`config.mk`:
```
export PLATFORM = sky130hd
export DESIGN_NAME = interface_adc16bits_flat
export DESIGN_NICKNAME = d
export VERILOG_FILES = /design/src/rtl/interface_adc16bits_pkg.sv /design/src/rtl/interface_adc16bits_if.sv /design/src/rtl/interface_adc16bits_gen_sclk.sv /design/src/rtl/interface_adc16bits.sv /design/src/flat_wrapper.sv
export SDC_FILE = /design/constraint.sdc
export NUM_CORES = 1
export LEC_CHECK = 0
export ABC_CLOCK_PERIOD_IN_PS = 2100
export BUFFER_PORTS_ARGS = -buffer_cell sky130_fd_sc_hd__clkbuf_2
export CAP_MARGIN = 20
export CORE_UTILIZATION = 56
export DETAILED_ROUTE_END_ITERATION = 16
export PLACE_DENSITY = 0.77
export RECOVER_POWER = 25
export SETUP_SLACK_MARGIN = 0.2
export SKIP_LAST_GASP = 1
export SYNTH_ARGS = -nofsm -noshare
export SYNTH_HDL_FRONTEND = slang
export SYNTH_SLANG_ARGS = --single-unit
```
`constraint.sdc`:
```
create_clock -name clk_in -period 2.1 [get_ports clk_in]
set_input_delay 0.105 -clock clk_in [delete_from_list [all_inputs] [get_ports clk_in]]
set_output_delay 0.105 -clock clk_in [all_outputs]
set_load 0.1 [all_outputs]
```
`src/rtl/interface_adc16bits_pkg.sv`:
```
// Shared types and constants for the 16-bit serial ADC front end.
package interface_adc16bits_pkg;

  typedef enum logic [1:0] {
    REPOS      = 2'd0,
    CONVERSION = 2'd1,
    FIN        = 2'd2
  } etat_t;

  localparam int NB_BITS_DEF = 16;
  localparam int DIV_W       = 4;   // wide enough for DIV_SCLK up to 15

  // Flipping the MSB maps offset-binary ADC codes onto two's complement.
  localparam logic [NB_BITS_DEF-1:0] MSB_MASK = 16'h8000;

endpackage

```
`src/rtl/interface_adc16bits_if.sv`:
```
// Handshake and serial bus between the ADC front end and its user / ADC chip.
interface interface_adc16bits_if
  import interface_adc16bits_pkg::*;
#(
  parameter int NB_BITS = NB_BITS_DEF
);
  logic               nv_echantillon1;
  logic               audio_in;
  logic               SCLK;
  logic               sync;
  logic [NB_BITS-1:0] audio_out;
  logic               echantillon_pret;
  logic               occupe;
  logic               debordement;

  modport master (
    output nv_echantillon1, audio_in,
    input  SCLK, sync, audio_out, echantillon_pret, occupe, debordement
  );

  modport slave (
    input  nv_echantillon1, audio_in,
    output SCLK, sync, audio_out, echantillon_pret, occupe, debordement
  );
endinterface

```
`src/rtl/interface_adc16bits_gen_sclk.sv`:
```
// SCLK divider: toggles every DIV_SCLK clk cycles while enabled, idles high,
// and flags the clk edges on which SCLK rises or falls.
module gen_sclk
  import interface_adc16bits_pkg::*;
#(
  parameter int DIV_SCLK = 2
) (
  input  logic clk,
  input  logic reset,
  input  logic start,
  input  logic en,
  input  logic stop,
  output logic sclk,
  output logic rise,
  output logic fall
);
  logic [DIV_W-1:0] cnt;
  logic             wrap;

  assign wrap = (cnt == DIV_W'(DIV_SCLK - 1));

  always_ff @(posedge clk) begin
    if (!reset) begin
      cnt  <= '0;
      sclk <= 1'b1;
    end else if (start) begin
      cnt  <= '0;
      sclk <= 1'b0;
    end else if (en) begin
      if (wrap) begin
        cnt  <= '0;
        // Last period ends high instead of falling, so SCLK parks at idle.
        sclk <= stop ? 1'b1 : ~sclk;
      end else begin
        cnt <= cnt + 1'b1;
      end
    end else begin
      cnt  <= '0;
      sclk <= 1'b1;
    end
  end

  assign rise = en & wrap & ~sclk;
  assign fall = en & wrap &  sclk;

endmodule

```
`src/rtl/interface_adc16bits.sv`:
```
// Serial ADC reader: frames NB_BITS MSB-first bits under sync/SCLK and
// presents the word on audio_out. Define ADC_SIGNE_EN to output two's complement.
module interface_adc16bits
  import interface_adc16bits_pkg::*;
#(
  parameter int NB_BITS  = NB_BITS_DEF,
  parameter int DIV_SCLK = 2
) (
  input logic                  clk_in,
  input logic                  reset,
  interface_adc16bits_if.slave bus
);
  localparam int CNT_W = $clog2(NB_BITS + 1);
  localparam logic [NB_BITS-1:0] MASK =
    (NB_BITS == NB_BITS_DEF) ? NB_BITS'(MSB_MASK) : {1'b1, {(NB_BITS-1){1'b0}}};
`ifdef ADC_SIGNE_EN
  localparam bit SIGNE = 1'b1;
`else
  localparam bit SIGNE = 1'b0;
`endif
  localparam logic [NB_BITS-1:0] XOR_MASK = SIGNE ? MASK : '0;

  etat_t              state, state_nxt;
  logic               accept, frame_end, fin_done;
  logic               sclk, rise, fall;
  logic               sync, occupe;
  logic [NB_BITS-1:0] shreg, audio_q;
  logic [CNT_W-1:0]   bit_cnt;
  logic [DIV_W-1:0]   fin_cnt;
  logic               pret_q, debord_q;

  assign accept    = (state == REPOS) & bus.nv_echantillon1;
  // bit_cnt advances on each falling SCLK, i.e. after each received bit;
  // the fall that would follow the last bit closes the frame instead.
  assign frame_end = fall & (bit_cnt == CNT_W'(NB_BITS - 1));
  assign fin_done  = (fin_cnt == DIV_W'(DIV_SCLK - 1));

  gen_sclk #(.DIV_SCLK(DIV_SCLK)) u_gen_sclk (
    .clk   (clk_in),
    .reset (reset),
    .start (accept),
    .en    (state == CONVERSION),
    .stop  (frame_end),
    .sclk  (sclk),
    .rise  (rise),
    .fall  (fall)
  );

  always_ff @(posedge clk_in) begin
    if (!reset) state <= REPOS;
    else        state <= state_nxt;
  end

  always_comb begin
    state_nxt = state;
    case (state)
      REPOS:      if (bus.nv_echantillon1) state_nxt = CONVERSION;
      CONVERSION: if (frame_end)           state_nxt = FIN;
      FIN:        if (fin_done)            state_nxt = REPOS;
      default:                             state_nxt = REPOS;
    endcase
  end

  always_comb begin
    sync   = (state != CONVERSION);
    occupe = (state != REPOS);
  end

  always_ff @(posedge clk_in) begin
    if (!reset) begin
      shreg    <= '0;
      bit_cnt  <= '0;
      fin_cnt  <= '0;
      audio_q  <= '0;
      pret_q   <= 1'b0;
      debord_q <= 1'b0;
    end else begin
      pret_q   <= 1'b0;
      debord_q <= bus.nv_echantillon1 & occupe;
      if (accept) begin
        shreg   <= '0;
        bit_cnt <= '0;
      end else if (state == CONVERSION) begin
        if (rise && bit_cnt < CNT_W'(NB_BITS))
          shreg <= {shreg[NB_BITS-2:0], bus.audio_in};
        if (frame_end) begin
          audio_q <= shreg ^ XOR_MASK;
          pret_q  <= 1'b1;
        end else if (fall) begin
          bit_cnt <= bit_cnt + 1'b1;
        end
      end
      if (state == FIN) fin_cnt <= fin_cnt + 1'b1;
      else              fin_cnt <= '0;
    end
  end

  assign bus.SCLK             = sclk;
  assign bus.sync             = sync;
  assign bus.occupe           = occupe;
  assign bus.audio_out        = audio_q;
  assign bus.echantillon_pret = pret_q;
  assign bus.debordement      = debord_q;

endmodule

```
`src/flat_wrapper.sv`:
```
// flat-port wrapper written by rule: the top's interface ports become plain ports
module interface_adc16bits_flat import interface_adc16bits_pkg::*;
#(
  parameter int NB_BITS  = NB_BITS_DEF,
  parameter int DIV_SCLK = 2
)
  (clk_in, reset, bus_nv_echantillon1, bus_audio_in, bus_SCLK, bus_sync, bus_audio_out, bus_echantillon_pret, bus_occupe, bus_debordement);
  interface_adc16bits_if #(.NB_BITS(NB_BITS)) bus_i ();
  input logic clk_in;
  input logic reset;
  input wire logic [$bits(bus_i.nv_echantillon1)-1:0] bus_nv_echantillon1;
  input wire logic [$bits(bus_i.audio_in)-1:0] bus_audio_in;
  output wire logic [$bits(bus_i.SCLK)-1:0] bus_SCLK;
  output wire logic [$bits(bus_i.sync)-1:0] bus_sync;
  output wire logic [$bits(bus_i.audio_out)-1:0] bus_audio_out;
  output wire logic [$bits(bus_i.echantillon_pret)-1:0] bus_echantillon_pret;
  output wire logic [$bits(bus_i.occupe)-1:0] bus_occupe;
  output wire logic [$bits(bus_i.debordement)-1:0] bus_debordement;
  assign bus_i.nv_echantillon1 = bus_nv_echantillon1;
  assign bus_i.audio_in = bus_audio_in;
  assign bus_SCLK = bus_i.SCLK;
  assign bus_sync = bus_i.sync;
  assign bus_audio_out = bus_i.audio_out;
  assign bus_echantillon_pret = bus_i.echantillon_pret;
  assign bus_occupe = bus_i.occupe;
  assign bus_debordement = bus_i.debordement;
  interface_adc16bits #(.NB_BITS(NB_BITS), .DIV_SCLK(DIV_SCLK)) u_core (.clk_in(clk_in), .reset(reset), .bus(bus_i));
endmodule
```
==> summary.txt, run 1 <==
status: finished, final reports clean
Worst-Skew Late Latency: 0.36 ns
Hold Path Origin: reset
Hold Path Class: in2reg
Slew headroom: 22.4%
reg-to-reg critical path endpoint: u_core.bit_cnt[2]
fmax: 0.556 GHz
CTS sink cnt: 50
Power Dens Cells: 661 nW/um^2
CP delay by family, top: simple AND/OR/NAND/NOR gates
Static Leakage: 0.818 nW
port bufs: 24
Final Max Slew Viols: 0
drt total wl: 3260 um
Setup-failing EPs final: 0
layout cell share with drive strength beyond 1: 18.9%
Seq/Total Area, Yosys: 48.7%
Area Overhead vs Synth: 14.3%
met1 Track Usage GR: 23.9%
min Tclk post-route: 1.80 ns
grt met3 use: 5.47%
DRC: 0
Max FO, Critical Path: 5
Worst Path Buf+Inv: 0
most frequent cells in the layout: dfxtp_1 (48), nand2_1 (34), mux2i_1 (32), nand3_1 (22), clkbuf_2 (13)
Num CTS Buffers: 5
CP Capture Type: register
Register-to-Register Path Depth: 6
HPWL Detailed: 2240 um
worst ir drop on vdd: 0.436 mV
Synth Warn #: 0
H-tree depth: 2
largest net degree at the start of global routing: 33
required time of the critical path: 2.41 ns
global-route wire length before repair: 5880 um
total chip power: 1.55 mW
Final GP Congestion: 0.749
total negative slack: 0 ns
Synth async-reset ratio: 0%
initial core utilization: 60.2%
Post-Syn Nets: 218
die width: 62.6 um
met2 usage: 30.3%
worst hold path depth: 2
vias in the first global route: 1356
critical path type: reg2reg
initial antenna violation count: 0
fin crit share: 85.6%
Syn Area/Cell: 9.89 um^2
CP Launch Type: register
fin nets: 247
TritonCTS clock tree: yes
Post-Synthesis Cell Area: 2060 um^2
GRT busiest layer: met2
final hold violation count: 0
worst hold endpoint: u_core.state[1]
Arr. time, crit path: 2.10 ns
Max Buffers Root-to-Sink: 2
routed vias: 1472
RSZ-0062 raised after global routing: no
worst-case clock skew: 0.00811 ns
synth unique cells: 36
Synth Flop Type: dfxtp_1
detailed router's first-iteration violation count: 59
antenna viol nets, final: 0
Placeable Area: 3420 um^2
Root Driver: clkbuf_4
antenna cells: 0
worst slew pin tran: 1.17 ns
Ports: 25
grt ovf: 0
reg2reg setup slack: 0.30 ns
router iterations before antenna repair: 4
die area: 3920 um^2
most common cell after layout, fill and taps aside: dfxtp_1
number of synthesized flops with an enable pin: 0
Site Rows: 21
CP max stage delay: 0.44 ns
DIE HEIGHT: 62.6 um
clock transition at the registers of the reported paths: 0.14 ns
worst r2r src: u_core.bit_cnt[0]
cells after synthesis: 208
Via-to-Cell Ratio: 5.18
Synth Register Bits: 50
MaxCap Viol Count: 0
Tot GR Track Use: 18.9%
slowest CP cell: or4_4
wire length per cell: 11.5 um
crit-path cells: ha_1, and3_1, ha_2, nand4bb_4, or4_4, a21oi_2
-- logic make-up (layout without fill, tap and decap cells) --
kind of cell / count (synthesis) / in the layout / share of synthesized area (%)
AOI/OAI and AO/OA: 14 / 14 / 4.38
xor gates and xnor gates: 4 / 4 / 1.70
adders and majority gates: 6 / 6 / 3.65
buffers and inverters: 18 / 48 / 4.68
DFF: 50 / 50 / 48.7
muxes: 32 / 32 / 15.6
and+or+nand+nor: 84 / 84 / 21.4
-- synth_stat cells (all sizes together), types with 2 or more instances --
| cell type | number | share of area (%) |
|---|---|---|
| nand3 | 22 | 5.4 |
| nand2 | 34 | 6.2 |
| or4 | 2 | 0.73 |
| ha | 6 | 3.6 |
| mux2i | 32 | 16 |
| buf | 4 | 2.0 |
| xnor2 | 3 | 1.3 |
| inv | 6 | 1.2 |
| a21oi | 5 | 1.2 |
| o31ai | 2 | 0.73 |
| o21ai | 2 | 0.49 |
| clkbuf | 8 | 1.5 |
| nand3b | 2 | 0.73 |
| and3 | 4 | 1.3 |
| nor2 | 9 | 1.6 |
| dfxtp | 50 | 49 |
| or3b | 2 | 0.97 |
-- worst max-delay path by stage --
stage / endpoint / slack [ns] / depth (start not counted) / from
global route: u_core.bus.audio_out[7] / 0.20 / 5 / u_core.u_gen_sclk.cnt[0]
CTS: u_core.bit_cnt[3] / 0.23 / 6 / u_core.bit_cnt[0]
finish: u_core.bit_cnt[2] / 0.30 / 6 / u_core.bit_cnt[0]
floorplan: u_core.bit_cnt[3] / 0.25 / 6 / u_core.bit_cnt[0]
global placement: u_core.bit_cnt[3] / 0.17 / 6 / u_core.bit_cnt[0]
detailed placement: u_core.bit_cnt[3] / 0.13 / 6 / u_core.bit_cnt[0]
-- layer usage --
layer / vias up / wire length, um
li1: 777 / -
met1: 669 / 1690
met2: 19 / 1410
met3: 7 / 106
met4: 0 / 55
met5: - / 0
-- sequential cells by signal (all words and copies together) (netlist names) --
register                     flops
u_core.shreg                    16
u_core.bus.echantillon_pret      1
u_core.u_gen_sclk.sclk           1
u_core.bus.debordement           1
u_core.u_gen_sclk.cnt            4
u_core.fin_cnt                   4
u_core.state                     2
u_core.bit_cnt                   5
u_core.bus.audio_out            16
-- metrics by stage --
step | utilization (%) | hold slack, ns | setup slack, ns | instance area [um^2] | instances
after floorplan | - | 0.251 | 0.250 | 2060 | 208
after global placement | 65.5 | 0.363 | 0.171 | 2240 | 273
after detailed placement | 65.5 | 0.366 | 0.131 | 2240 | 273
after CTS | 68.6 | 0.324 | 0.229 | 2340 | 283
after global routing | 68.8 | 0.364 | 0.201 | 2350 | 284
final | 68.8 | 0.340 | 0.302 | 2350 | 284
-- timing repair --
item,CTS,global route
buffers inserted,0,1
endpoints found under the setup margin,2,2
endpoints found under the hold margin,2,0
hold buffers,2,0
resized for setup,3,5
pin swaps,1,3
-- cell type report --
cell class / count / area [um^2]
Timing Repair Buffer: 34 / 199
Clock buffer: 6 / 51.3
Inverter: 6 / 25.0
Tap cell: 46 / 57.6
Sequential cell: 50 / 1000
Fill cell: 284 / 1060
Clock inverter: 2 / 17.5
Multi-Input combinational cell: 140 / 997
-- report_power, final --
group          total, mW  internal [mW]  leakage, nW  switching [mW]
Clock              0.473          0.168       0.0384           0.305
Combinational      0.117         0.0325        0.376          0.0845
Sequential         0.965          0.955        0.404          0.0102
Total               1.55           1.16        0.818           0.399
No activity file was read; power rests on OpenSTA's default activity.
==> inputs of run 2 (changes only) <==
--- a/config.mk
+++ b/config.mk
@@ -5,14 +5,14 @@
 export SDC_FILE = /design/constraint.sdc
 export NUM_CORES = 1
 export LEC_CHECK = 0
-export ABC_CLOCK_PERIOD_IN_PS = 2100
+export ABC_CLOCK_PERIOD_IN_PS = 2200
 export BUFFER_PORTS_ARGS = -buffer_cell sky130_fd_sc_hd__clkbuf_2
 export CAP_MARGIN = 20
-export CORE_UTILIZATION = 56
+export CORE_UTILIZATION = 61
 export DETAILED_ROUTE_END_ITERATION = 16
-export PLACE_DENSITY = 0.77
+export PLACE_DENSITY = 0.83
 export RECOVER_POWER = 25
-export SETUP_SLACK_MARGIN = 0.2
+export SETUP_SLACK_MARGIN = 0.5
 export SKIP_LAST_GASP = 1
 export SYNTH_ARGS = -nofsm -noshare
 export SYNTH_HDL_FRONTEND = slang
==> constraint.sdc (replaced) <==
create_clock -name clk_in -period 2.2 [get_ports clk_in]
set_input_delay 0.11 -clock clk_in [delete_from_list [all_inputs] [get_ports clk_in]]
set_output_delay 0.11 -clock clk_in [all_outputs]
set_load 0.1 [all_outputs]
==> summary.txt, run 2 (synthesis gave the netlist of run 1 again) <==
combinational fraction of design power: 8.4%
fin nets: 254
fin crit share: 79.6%
Placeable Area: 3130 um^2
CP Launch Type: register
fmax: 0.571 GHz
Final Max Slew Viols: 0
Ports: 25
Via-to-Cell Ratio: 5.53
CP most frequent cell: ha_4
Arr. time, crit path: 2.03 ns
RSZ-0062 raised after global routing: yes
status: finished, final reports clean
total negative slack: 0 ns
Final Core Density: 78.1%
worst ir drop on vdd: 0.471 mV
router iterations before antenna repair: 4
Root Driver: clkbuf_4
die width: 60.1 um
Tot GR Track Use: 25.4%
final hold violation count: 0
initial core utilization: 65.8%
most common cell after layout, fill and taps aside: dfxtp_1
CP Capture Type: register
H-tree depth: 2
Site Rows: 20
min Tclk post-route: 1.75 ns
worst-case clock skew: 0.0113 ns
Max Buffers Root-to-Sink: 2
Flop pwr share: 63.5%
Final GP Congestion: 0.738
layout cell share with drive strength beyond 1: 23.9%
drt total wl: 4310 um
antenna viol nets, final: 0
TritonCTS clock tree: yes
grt ovf: 0
DRC: 0
DIE HEIGHT: 60.1 um
CP max stage delay: 0.38 ns
Max FO, Critical Path: 4
port bufs: 24
crit-path cells: ha_4, and3_4, ha_4, nand4bb_4, buf_6, or3_1, a21oi_1
largest net degree at the start of global routing: 37
Hold Path Class: in2reg
antenna cells: 0
global-route wire length before repair: 6640 um
switching share of power: 24.7%
detailed router's first-iteration violation count: 84
Setup-failing EPs final: 0
Switch Pwr: 0.357 mW
worst slew pin tran: 1.18 ns
clock transition at the registers of the reported paths: 0.13 ns
Layout Cell Area excl Fill: 2440 um^2
Area Overhead vs Synth: 18.7%
Worst-Skew Late Latency: 0.36 ns
CTS sink cnt: 50
critical path type: reg2reg
placed insts: 269
Worst Path Buf+Inv: 1
Slew headroom: 21.9%
Power Dens Cells: 593 nW/um^2
die area: 3610 um^2
initial antenna violation count: 0
most frequent cells in the layout: dfxtp_1 (46), nand2_1 (33), mux2i_1 (32), nand3_1 (22), clkbuf_2 (12)
CP delay by family, top: simple AND/OR/NAND/NOR gates
vias in the first global route: 1539
Internal: 1.09 mW
MaxCap Viol Count: 0
Area after DPL: 2240 um^2
wire length per cell: 15.0 um
HPWL Detailed: 2780 um
routed vias: 1586
Static Leakage: 0.848 nW
clock network power share: 28.0%
slowest CP cell: dfxtp_4
final non-filler cell total: 287
Num CTS Buffers: 5
required time of the critical path: 2.48 ns
[run 2: final timing paths]
kind | depth (start not counted) | from | slack (ns) | endpoint
hold / removal | 2 | reset | 0.39 | u_core.state[1]
setup reg to reg | 7 | u_core.bit_cnt[0] | 0.45 | u_core.bit_cnt[0]
setup / recovery | 7 | u_core.bit_cnt[0] | 0.45 | u_core.bit_cnt[0]
hold reg to reg | 1 | u_core.u_gen_sclk.cnt[0] | 0.46 | u_core.u_gen_sclk.cnt[0]
[run 2: layer usage]
| metal | share of wire [%] | track usage (%) | wire length, um |
|---|---|---|---|
| met5 | 0 | 0 | 0 |
| met4 | 1.5 | 12.3 | 64 |
| met3 | 2.6 | 5.19 | 110 |
| met2 | 55 | 46.5 | 2350 |
| met1 | 41 | 27.5 | 1780 |
[run 2: per-stage QoR]
step	setup WS (ns)	hold WS (ns)	total power, mW
finish	0.448	0.391	1.45
global route	0.388	0.422	1.51
CTS	0.462	0.394	1.45
detailed placement	0.332	0.364	1.05
global placement	0.404	0.357	1.05
floorplan	0.454	0.256	1.03
[run 2: repair_timing]
action,in CTS,in global routing
setup buffers,7,2
gates cloned,0,1
hold endpoints to repair,2,0
resized for setup,11,11
hold buffers,2,0
endpoints found under the setup margin,36,35
pin swaps,6,3
[run 2: power by group through the flow]
stage                     combinational, mW  sequential (mW)  clock [mW]
after floorplan                      0.0735            0.956           0
after global placement                0.104            0.941           0
after detailed placement              0.107            0.942           0
after CTS                             0.118            0.922       0.412
after global routing                  0.131            0.922       0.453
final                                 0.122            0.920       0.406
[run 2: final cells by class]
class                           count  area (um^2)
Multi-Input combinational cell    140         1040
Sequential cell                    50         1010
Fill cell                         224          686
Clock buffer                        6         51.3
Tap cell                           44         55.1
Inverter                            6         25.0
Timing Repair Buffer               41          260
==> inputs of run 3 (changes only) <==
--- a/config.mk
+++ b/config.mk
@@ -5,12 +5,13 @@
 export SDC_FILE = /design/constraint.sdc
 export NUM_CORES = 1
 export LEC_CHECK = 0
-export ABC_CLOCK_PERIOD_IN_PS = 2200
+export ABC_AREA = 1
+export ABC_CLOCK_PERIOD_IN_PS = 1500
 export BUFFER_PORTS_ARGS = -buffer_cell sky130_fd_sc_hd__clkbuf_2
 export CAP_MARGIN = 20
-export CORE_UTILIZATION = 61
+export CORE_UTILIZATION = 51
 export DETAILED_ROUTE_END_ITERATION = 16
-export PLACE_DENSITY = 0.83
+export PLACE_DENSITY = 0.74
 export RECOVER_POWER = 25
 export SETUP_SLACK_MARGIN = 0.5
 export SKIP_LAST_GASP = 1
==> constraint.sdc (replaced) <==
create_clock -name clk_in -period 1.5 [get_ports clk_in]
set_input_delay 0.075 -clock clk_in [delete_from_list [all_inputs] [get_ports clk_in]]
set_output_delay 0.075 -clock clk_in [all_outputs]
set_load 0.1 [all_outputs]
==> summary.txt, run 3 <==
router iterations before antenna repair: 4
fmax: 0.629 GHz
die area: 4460 um^2
Post-synth top cells: nor2_1 (79), dfxtp_1 (50), inv_1 (33)
antenna cells: 0
cells after synthesis: 284
worst ir drop on vdd: 0.531 mV
Layout Cell Area excl Fill: 3280 um^2
worst-case clock skew: 0.00918 ns
Arr. time, crit path: 1.82 ns
routed vias: 2127
wire length per cell: 17.6 um
Post-Synthesis Cell Area: 2140 um^2
HPWL Detailed: 2710 um
Placeable Area: 4000 um^2
synth unique cells: 31
initial antenna violation count: 0
Site Rows: 23
fin nets: 347
Tot GR Track Use: 25.9%
Ports: 25
Area after DPL: 2440 um^2
TritonCTS clock tree: yes
final hold violation count: 0
Hold Path Class: in2reg
H-tree depth: 2
Synth async-reset ratio: 0%
Post-Syn Nets: 294
drt total wl: 6820 um
Max Buffers Root-to-Sink: 2
port bufs: 24
Worst-Skew Late Latency: 0.31 ns
CP Launch Type: register
Syn Area/Cell: 7.53 um^2
Slew headroom: 63.0%
Via-to-Cell Ratio: 5.48
Setup-failing EPs final: 5
fin crit share: 106%
MaxCap Viol Count: 0
Synth area leaders: dfxtp_1 (47%), nor2_1 (14%), inv_1 (5.8%)
Final Max Slew Viols: 0
number of synthesized flops with an enable pin: 0
initial core utilization: 53.5%
grt ovf: 0
Final GP Congestion: 0.827
final non-filler cell total: 388
most common cell after layout, fill and taps aside: nor2_1
top-count cell post-synth: nor2_1
placed insts: 358
die width: 66.8 um
status: complete, but fails checks
Area Overhead vs Synth: 53.5%
vias in the first global route: 1888
final worst slack: -0.0887 ns
Max FO, Critical Path: 16
DRC: 0
min Tclk post-route: 1.59 ns
Num CTS Buffers: 5
Synth Warn #: 0
DIE HEIGHT: 66.8 um
Static Leakage: 1.30 nW
critical path type: reg2reg
worst slew pin tran: 0.557 ns
largest net degree at the start of global routing: 20
CP Capture Type: register
detailed router's first-iteration violation count: 155
RSZ-0062 raised after global routing: yes
Power Dens Cells: 841 nW/um^2
required time of the critical path: 1.73 ns
post-synth top area cell: dfxtp_1
Synth Flop Type: dfxtp_1
Synth top area share: 46.8%
failing checks: setup timing
Seq/Total Area, Yosys: 46.8%
Root Driver: clkbuf_8
clock transition at the registers of the reported paths: 0.10 ns
antenna viol nets, final: 0
most frequent cells in the layout: nor2_1 (62), dfxtp_1 (39), inv_1 (30), nand2_1 (28), buf_4 (18)
global-route wire length before repair: 8600 um
CTS sink cnt: 50
layout cell share with drive strength beyond 1: 42.0%
Synth Register Bits: 50
[run 3: cell count changes after synthesis, sizes merged, moves of 2 or more]
cell    previous run  this run
clkbuf             8         2
o21ai              2        19
buf                4         7
or3b               2         0
and3               4         0
inv                6        36
mux2i             32         0
nand4              0         4
o31ai              2         0
or4                2         0
nand3             22        26
nand3b             2         0
nor2               9        85
[run 3: cell families after synthesis]
logic type	count (synthesis)	share of synthesized area (%)
AND/OR/NAND/NOR	153	32.5
XOR/XNOR	3	1.23
buffers and inverters	46	9.65
adder cells (fa/ha/maj)	6	3.51
flip-flops	50	46.8
AO/OA/AOI/OAI	26	6.37
[run 3: cell type report]
cell class                      count  area (um^2)
Fill cell                         201          716
Timing Repair inverter              1         16.3
Sequential cell                    50         1030
Inverter                           37          188
Clock buffer                        8          133
Timing Repair Buffer               54          626
Multi-Input combinational cell    188         1230
Tap cell                           50         62.6
[run 3: what timing repair did]
| action | in CTS | in global routing |
|---|---|---|
| setup buffers | 16 | 3 |
| gates cloned | 2 | 0 |
| setup endpoints to repair | 66 | 64 |
| endpoints found under the hold margin | 1 | 0 |
| pin swaps | 11 | 22 |
| resized for setup | 76 | 74 |
| hold buffers | 1 | 0 |
[run 3: worst max-delay path, stage by stage, from the launching register on]
cell and delay, ns:
dfxtp_4 0.37, ha_4 0.13, inv_2 0.04, nor3_2 0.11
ha_2 0.26, buf_6 0.12, nand3_4 0.12, clkinv_8 0.13
nor2_1 0.08, nor2_1 0.15
[run 3: path summary, 6_finish.rpt]
path | slack, ns | start | depth (start not counted) | end
max | -0.09 | u_core.bit_cnt[0] | 9 | u_core.bus.audio_out[9]
min | 0.02 | bus_audio_in | 3 | u_core.shreg[0]
max reg2reg | -0.09 | u_core.bit_cnt[0] | 9 | u_core.bus.audio_out[9]
min reg2reg | 0.47 | u_core.bus.audio_out[6] | 2 | u_core.bus.audio_out[6]
[run 3: metrics by stage]
| stage | total power, mW | utilization (%) | hold slack (ns) | setup slack (ns) | setup TNS, ns |
|---|---|---|---|---|---|
| 6_report | 2.76 | 82.1 | 0.0223 | -0.0887 | -0.153 |
| 3_5_place_dp | 1.62 | 61.0 | 0.307 | 0.0159 | 0 |
| 4_1_cts | 2.70 | 77.5 | 0.00501 | 0.0415 | 0 |
| 5_1_grt | 2.83 | 82.1 | 0.0416 | -0.129 | -1.24 |
| 2_1_floorplan | 1.57 | - | 0.198 | 0.0658 | 0 |
| 3_3_place_gp | 1.61 | 61.0 | 0.294 | 0.0752 | 0 |
[run 3: report_power, final]
group          internal [mW]  leakage [nW]  switching [mW]
clock network          0.578        0.0678           0.468
logic                  0.144         0.823           0.219
registers               1.33         0.410          0.0217
[run 3: routing by layer]
layer | global-route usage [%] | share of wire, % | up-vias | routed length, um
li1 | - | - | 991 | -
met1 | 32.5 | 42 | 1022 | 2840
met2 | 43.9 | 49 | 81 | 3360
met3 | 5.82 | 3.7 | 33 | 254
met4 | 7.45 | 5.4 | 0 | 368
met5 | 0 | 0 | - | 0
